==> src/rtl/text_write_arbiter.sv <==
// Sole owner of the text buffer write port: shares one write per cycle between
// the full-buffer clear, the menu cursor erase/draw and queued config writes.
module text_write_arbiter #(
  parameter int         ADDR_W      = 10,
  parameter int         BUF_DEPTH   = 1024,
  parameter logic [7:0] CLEAR_CHAR  = 8'h20,
  parameter logic [7:0] CURSOR_CHAR = 8'h3E,
  parameter int         CURSOR_BASE = 2,
  parameter int         ROW_STRIDE  = 80,
  parameter int         FIFO_DEPTH  = 4
) (
  input  logic              clk_in,
  input  logic              rst_in,
  input  logic              cfg_valid_in,
  input  logic [ADDR_W-1:0] cfg_addr_in,
  input  logic [7:0]        cfg_data_in,
  input  logic [3:0]        ptr_index_in,
  input  logic              clear_in,
  output logic              mem_we_out,
  output logic [ADDR_W-1:0] mem_addr_out,
  output logic [7:0]        mem_data_out,
  output logic              busy_out,
  output logic              overflow_out
);

  localparam int PTR_W  = $clog2(FIFO_DEPTH);
  localparam int WIDE_W = ADDR_W + 4;

  typedef enum logic [1:0] {CLEAR, CURSOR_DRAW, CURSOR_ERASE, IDLE} state_t;

  typedef struct packed {
    logic [ADDR_W-1:0] addr;
    logic [7:0]        data;
  } cfg_entry_t;

  state_t            state;
  logic [ADDR_W-1:0] clear_cnt;
  logic [3:0]        drawn_ptr;

  cfg_entry_t        fifo_mem [FIFO_DEPTH];
  logic [PTR_W-1:0]  wr_ptr;
  logic [PTR_W-1:0]  rd_ptr;
  logic [PTR_W:0]    fifo_count;
  logic              fifo_empty;
  logic              fifo_full;
  logic              push;
  logic              pop;
  cfg_entry_t        head;
  logic [ADDR_W-1:0] draw_addr;
  logic [ADDR_W-1:0] erase_addr;

  // Rows past the end of the buffer simply wrap; the menu never asks for them.
  function automatic logic [ADDR_W-1:0] cursor_addr(input logic [3:0] row);
    logic [WIDE_W-1:0] wide;
    wide = WIDE_W'(CURSOR_BASE) + WIDE_W'(row) * WIDE_W'(ROW_STRIDE);
    return wide[ADDR_W-1:0];
  endfunction

  assign draw_addr  = cursor_addr(ptr_index_in);
  assign erase_addr = cursor_addr(drawn_ptr);

  assign fifo_empty = (fifo_count == '0);
  assign fifo_full  = (fifo_count == (PTR_W+1)'(FIFO_DEPTH));
  assign head       = fifo_mem[rd_ptr];

  // Config writes only get the port when nothing of higher priority wants it.
  assign pop  = (state == IDLE) && !clear_in && (ptr_index_in == drawn_ptr) && !fifo_empty;
  assign push = cfg_valid_in && (!fifo_full || pop);

  assign busy_out = (state != IDLE) || !fifo_empty;

  // NOTE: queue storage has no reset; the pointers alone define what is valid,
  // so clearing the array would only cost reset fan-out.
  always_ff @(posedge clk_in) begin
    if (push) fifo_mem[wr_ptr] <= '{addr: cfg_addr_in, data: cfg_data_in};
  end

  // NOTE: every register here uses non-blocking assignment so all decisions in
  // a cycle see the same pre-edge values regardless of statement order.
  always_ff @(posedge clk_in) begin
    if (!rst_in) begin
      state        <= CLEAR;
      clear_cnt    <= '0;
      drawn_ptr    <= '0;
      wr_ptr       <= '0;
      rd_ptr       <= '0;
      fifo_count   <= '0;
      mem_we_out   <= 1'b0;
      mem_addr_out <= '0;
      mem_data_out <= '0;
      overflow_out <= 1'b0;
    end else begin
      mem_we_out <= 1'b0;

      if (push) wr_ptr <= wr_ptr + PTR_W'(1);
      if (pop)  rd_ptr <= rd_ptr + PTR_W'(1);
      unique case ({push, pop})
        2'b10:   fifo_count <= fifo_count + (PTR_W+1)'(1);
        2'b01:   fifo_count <= fifo_count - (PTR_W+1)'(1);
        default: fifo_count <= fifo_count;
      endcase
      if (cfg_valid_in && !push) overflow_out <= 1'b1;

      unique case (state)
        CLEAR: begin
          mem_we_out   <= 1'b1;
          mem_addr_out <= clear_cnt;
          mem_data_out <= CLEAR_CHAR;
          clear_cnt    <= clear_cnt + ADDR_W'(1);
          if (clear_cnt == ADDR_W'(BUF_DEPTH - 1)) begin
            clear_cnt <= '0;
            state     <= CURSOR_DRAW;
          end
        end
        CURSOR_DRAW: begin
          mem_we_out   <= 1'b1;
          mem_addr_out <= draw_addr;
          mem_data_out <= CURSOR_CHAR;
          drawn_ptr    <= ptr_index_in;
          clear_cnt    <= '0;
          state        <= clear_in ? CLEAR : IDLE;
        end
        CURSOR_ERASE: begin
          mem_we_out   <= 1'b1;
          mem_addr_out <= erase_addr;
          mem_data_out <= CLEAR_CHAR;
          clear_cnt    <= '0;
          state        <= clear_in ? CLEAR : CURSOR_DRAW;
        end
        IDLE: begin
          if (clear_in) begin
            clear_cnt <= '0;
            state     <= CLEAR;
          end else if (ptr_index_in != drawn_ptr) begin
            state <= CURSOR_ERASE;
          end else if (pop) begin
            mem_we_out   <= 1'b1;
            mem_addr_out <= head.addr;
            mem_data_out <= head.data;
          end
        end
      endcase
    end
  end

endmodule

==> config.mk <==
export PLATFORM = sky130hd
export DESIGN_NAME = text_write_arbiter
export DESIGN_NICKNAME = d
export VERILOG_FILES = /design/src/rtl/text_write_arbiter.sv
export SDC_FILE = /design/constraint.sdc
export NUM_CORES = 1
export LEC_CHECK = 0
export ABC_AREA = 1
export CAP_MARGIN = 30
export CORE_MARGIN = 2
export CORE_UTILIZATION = 48
export DETAILED_ROUTE_END_ITERATION = 10
export DONT_BUFFER_PORTS = 1
export PLACE_DENSITY = 0.74
export SYNTH_ARGS = -nofsm -noshare
export SYNTH_HDL_FRONTEND = slang
export SYNTH_SLANG_ARGS = --single-unit
export TNS_END_PERCENT = 100
==> constraint.sdc <==
create_clock -name clk_in -period 3.3 [get_ports clk_in]
set_clock_uncertainty 0.15 [all_clocks]
set_input_delay 0.66 -clock clk_in [delete_from_list [all_inputs] [get_ports clk_in]]
set_output_delay 0.66 -clock clk_in [all_outputs]
set_load 0.005 [all_outputs]
-- After elaboration in Yosys (flattened, before gate mapping)
Memories as Yosys holds them, arrays and structs flattened. A register that Yosys moved wholly into a read port is not among the register bits.
Cells that the tools add are included.
- memory bits (writable): 72
- output and inout bits: 21
- memories kept: 1
- bits of input ports: 26
- bits in registers: 43
- word-level logic and storage cells: 81
- add/subtract/negate cells: 7
- multiply operators: 2
- equal/unequal tests: 16
- reductions and logical operators: 19
- mux-type cells: 26
- memories (memory ; depth ; width ; rd ports ; clocked after memory_dff ; write ports ; line ; text):
    fifo_mem ; 4 ; 18 ; 1 ; 1 ; 1 ; 40 ; cfg_entry_t fifo_mem [FIFO_DEPTH];
- operators with widths (operator ; number):
    $mux W10 ; 5
    $pmux W10 S4 ; 1
    $pmux W10 S3 ; 1
    $mux W8 ; 3
    $pmux W8 S3 ; 1
    $add A2 B10 Y10 const A ; 2
    $mul A4 B3 Y6 const B ; 2
    $mux W2 ; 6
    $ne A2 B2 Y1 const B ; 6
    $add A10 B1 Y10 const B ; 1
    $eq A10 B10 Y1 const B ; 1
    $pmux W2 S4 ; 1
    $eq A2 B2 Y1 const B ; 3
    $mux W1 ; 6
    $pmux W3 S2 ; 1
    $logic_and A1 B1 Y1 ; 5
    $add A2 B1 Y2 const B ; 2
    $eq A2 B1 Y1 const B ; 2
    $eq A4 B4 Y1 ; 1
    $logic_not A1 Y1 ; 4
    $ne A4 B4 Y1 ; 1
    $reduce_or A2 Y1 ; 2
    $add A3 B1 Y3 const B ; 1
    $eq A3 B3 Y1 const B ; 1
    10 further kinds ; 11

-- Longest topological paths before layout
Gate-level depths: netlist of the first run.
- depth in word-level cells: 8
- mapped depth: 14
- mapped depth without buffers: 13

-- Worst setup path after synthesis of the first run
OpenSTA, ideal clock, no wires.
- kind: in2reg
- start point: in ptr_index_in[0]
- end point: mem fifo_mem[0][0] (netlist name), enable pin
- setup slack: 0.672 ns
- setup time: 0.393 ns
- path buffers: 0
- stages: 8
- data required time: 2.757 ns
- data arrival time: 2.085 ns
- path through: inv_1 nand2_1 nand2_1 nor2_1 nand3_2 nand2_1 nand2_1 nor2_1
- word-level cells in the longest chain between the ends: 7
- RTL lines (item ; line ; text):
    start: declaration ; 17 ; input logic [3:0] ptr_index_in,
    $eq A4 B4 Y1 ; 67 ; assign pop = (state == IDLE) && !clear_in && (ptr_index_in == drawn_ptr) && !fifo_empty;
    $logic_and A1 B1 Y1 (2 in series) ; 67 ;
    $logic_or A1 B1 Y1 ; 68 ; assign push = cfg_valid_in && (!fifo_full || pop);
    $logic_and A1 B1 Y1 ; 68 ;
    $mux W1 ; 75 ; if (push) fifo_mem[wr_ptr] <= '{addr: cfg_addr_in, data: cfg_data_in};
    $mux W1 (not written as such) ; 75 ;
    end: declaration ; 40 ;
Every way passes these cells.

-- Worst setup path after layout of the first run
- start point: reg state[0]
- end point: reg fifo_count[2]
- word-level cells in the longest chain between the ends: 8
- elaborated cells between the ends (all ways): 10
- those cells by class: eq/ne: 3; mux: 1; reduce/logical: 6
- RTL lines (item ; line ; text):
    start: declaration ; 36 ; state_t state;
    start signal: assignment ; 121 ; state <= clear_in ? CLEAR : IDLE;
    start signal: assignment ; 128 ; state <= clear_in ? CLEAR : CURSOR_DRAW;
    $eq A2 B2 Y1 * ; 67 ;
    $logic_and A1 B1 Y1 * (3 in series) ; 67 ;
    $logic_or A1 B1 Y1 ; 68 ;
    $logic_and A1 B1 Y1 ; 68 ;
    $eq A2 B1 Y1 or $eq A2 B2 Y1 (tied branches) ; 97 ; unique case ({push, pop})
    $pmux W3 S2 or $reduce_bool A2 Y1 (tied branches) ; -- ;
    end signal: assignment ; 98 ; 2'b10: fifo_count <= fifo_count + (PTR_W+1)'(1);
    end signal: assignment ; 99 ; 2'b01: fifo_count <= fifo_count - (PTR_W+1)'(1);
    end signal: assignment ; 100 ; default: fifo_count <= fifo_count;
    end: declaration ; 43 ; logic [PTR_W:0] fifo_count;
Mark *: on every way between the ends. The rest lies on a longest branch, timed or not.
A chain may end at the register's enable or synchronous reset.

==> flow_summary_export.csv, run 1 <==
group,metric,value,unit
critical_path,cpPeakStageDelay,0.48,ns
floorplanning,num_rows,37,
clock_tree,clk_latency,0.51,ns
grt,grt_pass1_vias,3388,
floorplanning,pin_count,47,
route,drcViolationCount,0,
clock_tree,cts_buffer_depth,2,
route,first_pass_iters,5,
critical_path,worst_setup_path_end_kind,"flip-flop",
route,num_vias,3449,
clock_tree,cts.clk_slew.worst_paths,0.06,ns
sta,finalHoldViolCount,0,
finish,drive_gt1_frac,0.101,
route,routed_via_density,5.38,
sta,fmax,0.420,GHz
yosys,synth_seq_cells,117,
grt,grt_pass1_wl,17.0,mm
floorplanning,die_w,105,um
sta,setup_violations,0,
grt,met3_usage,0.0742,
sta,timing.hold.ws,0.0743,ns
yosys,avgSynthCellArea,10.2,um2
route,ant_nets,0,
route,wl_per_cell,16.4,um
yosys,synthDistinctLibCells,40,
critical_path,worstPathBufferInverterCount,2,
grt,antenna_found_initial,1,
sta,final.setup.tns,0,ns
floorplanning,start_util,0.487,
critical_path,r2r-start,"state[0]",
finish,num-nets-final,532,
sta,relSlewSlack,0.636,
critical_path,worst-r2r-setup-slack,0.92,ns
yosys,yosys_warnings,0,
critical_path,cp_num_cells,12,
critical_path,crit_path_start,"state[0]",
sta,grt_setup_unrepaired,"no",
sta,finalCritPeriodShare,0.722,
outcome,status,"complete, no violations",
placement,placed_cell_area,5070,um2
finish,fin_area,5620,um2
route,routed_wl,10.5,mm
floorplanning,dieArea,11100,um2
critical_path,worstPathRequired,3.56,ns
critical_path,path_class,"flip-flop to flip-flop",
finish,nFillCells,821,
sta,worst_pin_slew,0.544,ns
route,drtIter0Drc,223,
grt,gr-max-usage-layer,"met2",
yosys,yosysSeqAreaShare,0.620,
critical_path,endpoint,"fifo_count[2]",
power,peakVddDrop,0.405,mV
grt,grt.met1_usage,0.249,
power,powerDensity,614,nW/um2
placement,port_buffers,0,
grt,gr-usage-met2,0.332,
critical_path,cp_max_fo,15,
sta,fin_crit,2.38,ns
clock_tree,cts_setup_buffers,0,
clock_tree,cts_root_buffer,"clkbuf_8",
critical_path,crit_family,"simple AND/OR/NAND/NOR gates",
grt,grt_start_max_net_pins,37,
yosys,synth_area,4940,um2
clock_tree,ctsResizeCount,0,
floorplanning,die_h,105,um
clock_tree,ctsHoldBuffers,0,
clock_tree,clock-sinks,117,
grt,grt_remaining_overflow,0,
critical_path,reg2reg_depth,12,
yosys,synth_cells,484,
floorplanning,core,10100,um2
clock_tree,cts_buffers,17,
critical_path,crit_arrival,2.64,ns
grt,grt_usage,0.204,
clock_tree,cts_tree,"yes",
clock_tree,htreeDepth,4,
critical_path,start_kind,"flip-flop",
placement,dp_hpwl,6.78,mm
power,power.leakage,2.13,nW
hold_path,min_path_type,"input port to flip-flop",
run,drv_cap,0,
sta,slew_violations,0,
critical_path,r2r-end,"fifo_count[2]",
yosys,synth_fp_nets,524,
placement,gp_congestion,0.901,
critical_path,critPathSlowestCell,"dfxtp_1",
critical_path,cp_cell_sequence,"nand2_2 > inv_4 > nand2_4 > nor2_4 > nand3_2 > nor2_4 > nand2_4 > fa_1 > inv_1 > nand2_1 > a21oi_1 > nor2_1",
finish,area_growth,13.9,%
[metal layers]
metal,part of all wire,vias up,routed length (um)
li1,-,1692,-
met1,0.42,1628,4480
met2,0.49,120,5120
met3,0.079,9,828
met4,0.011,0,116
met5,0,-,0
[worst min-delay path by stage]
stage          startpoint         to  slack, ns  depth (start not counted)
6_report         clear_in   state[1]       0.07                          1
5_1_grt          clear_in   state[1]       0.05                          1
4_1_cts          clear_in   state[1]       0.06                          1
3_5_place_dp    rd_ptr[1]  rd_ptr[1]       0.31                          2
3_3_place_gp    rd_ptr[1]  rd_ptr[1]       0.30                          2
2_1_floorplan   rd_ptr[1]  flip-flop       0.29                          2
[report_power, final]
| group | internal (mW) | switching [mW] |
|---|---|---|
| logic | 0.0342 | 0.0764 |
| clock network | 1.06 | 0.651 |
| registers | 1.61 | 0.0176 |
| total | 2.71 | 0.745 |
[cells in the final DEF, fill, tap and decap left out, types with 3 or more instances in the layout]
cell type | Yosys | final
nand2_1 | 61 | 61
ha_1 | 11 | 11
a21oi_1 | 18 | 18
clkinvlp_4 | 0 | 4
nor3_1 | 4 | 4
o21ai_1 | 10 | 10
inv_1 | 44 | 44
clkinv_1 | 1 | 3
buf_4 | 0 | 7
nand2_2 | 3 | 3
xor2_1 | 3 | 3
clkbuf_16 | 0 | 16
dfxtp_1 | 45 | 45
a22oi_1 | 3 | 3
fa_1 | 3 | 3
edfxtp_1 | 72 | 72
o21ai_0 | 55 | 55
nand3_1 | 39 | 39
nor2_1 | 57 | 57
o22ai_1 | 15 | 15
[cell type report]
type	instances	area (um2)	share of cell area
Antenna cell	1	2.50	0.000445
Inverter	48	183	0.0325
Multi-Input combinational cell	301	1600	0.285
Clock inverter	13	134	0.0238
Sequential cell	117	3060	0.545
Tap cell	136	170	0.0303
Timing Repair Buffer	7	52.6	0.00934
Clock buffer	18	418	0.0743
[cell families (layout without fill, tap and decap cells)]
kind of cell / Yosys count / after routing / share of synthesized area
buffers and inverters: 66 / 86 / 0.0557
AO/OA/AOI/OAI: 108 / 108 / 0.120
other: 0 / 1 / 0
XOR/XNOR: 4 / 4 / 0.00709
flip-flops: 117 / 117 / 0.620
AND/OR/NAND/NOR: 175 / 175 / 0.157
adder cells (fa/ha/maj): 14 / 14 / 0.0400
[synthesized netlist by cell type (all sizes together)]
library cell  count  area (um2)
nor3b             1        7.51
a21oi            19        98.9
clkbuf           12        45.0
or2               1        6.26
o21a              1        7.51
nor4              1        6.26
a21o              1        7.51
xnor2             1        8.76
ha               11         138
o211ai            1        7.51
nand4             2        18.8
o21ai            65         325
inv              47         179
nand3            40         205
nor2             60         243
xor2              3        26.3
a22oi             3        22.5
nor3              4        20.0
o221a             1        11.3
edfxtp           72        2160
buf               6        47.5
fa                3        60.1
nand2            66         270
o22ai            15        93.8
o221ai            1        8.76
o2111ai           1        8.76
dfxtp            45         901
clkinv            1        3.75
[flip-flops by register name, indices dropped and copies added (netlist names), named ones only]
signal / count
clear_cnt: 10
mem_we_out: 1
wr_ptr: 2
mem_addr_out: 10
overflow_out: 1
fifo_mem: 72
drawn_ptr: 4
rd_ptr: 2
fifo_count: 3
state: 2
mem_data_out: 8
[per-stage QoR]
stage               instances  setup slack [ns]   util  power [mW]
detailed placement        609             0.862  0.500        1.77
global placement          609             0.917  0.500        1.76
CTS                       640             0.918  0.554        3.47
floorplan                 484             0.672      -        1.73
global route              640             0.701  0.554        3.56
finish                    641             0.916  0.555        3.45
Note: power is estimated with default switching activity, not from simulation.
==> inputs of run 2 (changes only) <==
==> constraint.sdc (replaced) <==
create_clock -name clk_in -period 2.33 [get_ports clk_in]
set_clock_uncertainty 0.15 [all_clocks]
set_input_delay 0.466 -clock clk_in [delete_from_list [all_inputs] [get_ports clk_in]]
set_output_delay 0.466 -clock clk_in [all_outputs]
set_load 0.005 [all_outputs]
==> flow_summary_export.csv, run 2 (synthesis gave the netlist of run 1 again) <==
group,metric,value,unit
critical_path,crit_path_start,"drawn_ptr[1]",
critical_path,path_class,"flip-flop to flip-flop",
grt,antenna_found_initial,0,
grt,grt_start_max_net_pins,37,
power,power.leakage,2.32,nW
critical_path,start_kind,"flip-flop",
grt,grt_pass1_vias,3706,
sta,fmax,0.459,GHz
route,num_vias,3631,
floorplanning,die_h,105,um
sta,fin_crit,2.18,ns
hold_path,min_path_type,"input port to flip-flop",
run,drv_cap,0,
route,drtIter0Drc,220,
finish,area_growth,21.8,%
placement,port_buffers,0,
route,drcViolationCount,0,
outcome,status,"complete, no violations",
clock_tree,htreeDepth,4,
clock_tree,clk_latency,0.51,ns
power,total_power,5.10,mW
grt,grt_usage,0.215,
critical_path,worst-r2r-setup-slack,0.15,ns
finish,drive_gt1_frac,0.121,
clock_tree,cts_buffer_depth,2,
critical_path,r2r-start,"drawn_ptr[1]",
sta,finalCritPeriodShare,0.935,
finish,largest_register,"fifo_mem",
clock_tree,cts_tree,"yes",
sta,setup_violations,0,
placement,dp_hpwl,7.24,mm
finish,largest_register_ffs,72,
finish,final_cell_mix,"72 x edfxtp_1, 61 x nand2_1, 56 x nor2_1, 55 x o21ai_0",
sta,relSlewSlack,0.608,
critical_path,r2r-end,"mem_addr_out[9]",
critical_path,worstPathRequired,2.57,ns
clock_tree,cts_root_buffer,"clkbuf_8",
clock_tree,clock-sinks,117,
route,routed_via_density,5.39,
route,wl_per_cell,16.6,um
finish,layout_commonest_cell,"edfxtp_1",
route,first_pass_iters,7,
floorplanning,num_rows,37,
sta,worst_pin_slew,0.587,ns
floorplanning,start_util,0.487,
critical_path,cp_max_fo,4,
clock_tree,cts.clk_slew.worst_paths,0.06,ns
sta,finalHoldViolCount,0,
sta,grt_setup_unrepaired,"no",
finish,reg_top3,"fifo_mem: 72 flops, clear_cnt: 10 flops, mem_addr_out: 10 flops",
finish,antenna_cells,0,
route,routed_wl,11.2,mm
floorplanning,pin_count,47,
clock_tree,cts_buffers,17,
finish,num-nets-final,565,
power,powerDensity,848,nW/um2
floorplanning,core,10100,um2
route,ant_nets,0,
floorplanning,dieArea,11100,um2
critical_path,crit_arrival,2.42,ns
critical_path,reg2reg_depth,9,
grt,grt_remaining_overflow,0,
floorplanning,die_w,105,um
placement,gp_congestion,0.909,
power,peakVddDrop,0.681,mV
critical_path,endpoint,"mem_addr_out[9]",
grt,grt_pass1_wl,18.1,mm
sta,final.setup.tns,0,ns
critical_path,worst_setup_path_end_kind,"flip-flop",
sta,slew_violations,0,
run 2: per-layer routing:
metal  up-vias  part of all wire  track usage
li1       1768                 -            -
met1      1713              0.41        0.261
met2       120              0.50        0.356
met3        30             0.064       0.0581
met4         0             0.026       0.0990
met5         -                 0            0
run 2: how the worst min path moves through the flow:
stage                    startpoint  cells after the start  slack (ns)      endpoint
floorplan                 rd_ptr[1]                      2        0.29     flip-flop
global placement          rd_ptr[1]                      2        0.30     rd_ptr[1]
detailed placement        rd_ptr[1]                      2        0.32     rd_ptr[1]
CTS                 ptr_index_in[2]                      2       0.009  drawn_ptr[2]
global route        ptr_index_in[2]                      2        0.06  drawn_ptr[2]
finish              ptr_index_in[2]                      2        0.02  drawn_ptr[2]
run 2: through the flow:
stage	cell area (um2)	hold WS (ns)	cells	setup WS (ns)	utilization
final	6020	0.0231	674	0.151	0.593
after global routing	6020	0.0626	674	0.0188	0.593
after CTS	5960	0.00854	669	0.0409	0.587
after detailed placement	5130	0.322	614	0.0506	0.506
after global placement	5130	0.298	614	0.145	0.506
after floorplan	4940	0.286	484	-0.104	-
run 2: area by class of cell:
type	instances	area, um2
Sequential cell	117	3060
Inverter	48	183
Multi-Input combinational cell	301	1600
Clock inverter	14	175
Timing Repair Buffer	40	403
Tap cell	136	170
Clock buffer	18	418
Fill cell	800	4120
run 2: timing repair:
action	4_1_cts	5_1_grt
endpoints found under the setup margin	0	55
hold buffers	23	0
endpoints found under the hold margin	106	0
setup buffers	0	4
resized for setup	0	2
run 2: power breakdown:
group / leakage [nW] / switching, mW / internal, mW / total [mW]
Clock: 0.284 / 0.938 / 1.64 / 2.57
Combinational: 1.01 / 0.139 / 0.0885 / 0.227
Sequential: 1.03 / 0.0262 / 2.28 / 2.30
run 2: worst max-delay path, cell delays in order, from the launching register on:
cell and delay, ns:
dfxtp_1 0.34, ha_1 0.30, ha_1 0.14, inv_1 0.05
fa_1 0.39, or2_2 0.30, nand3_1 0.07, nand2_1 0.07
o22ai_1 0.16, o21ai_1 0.08
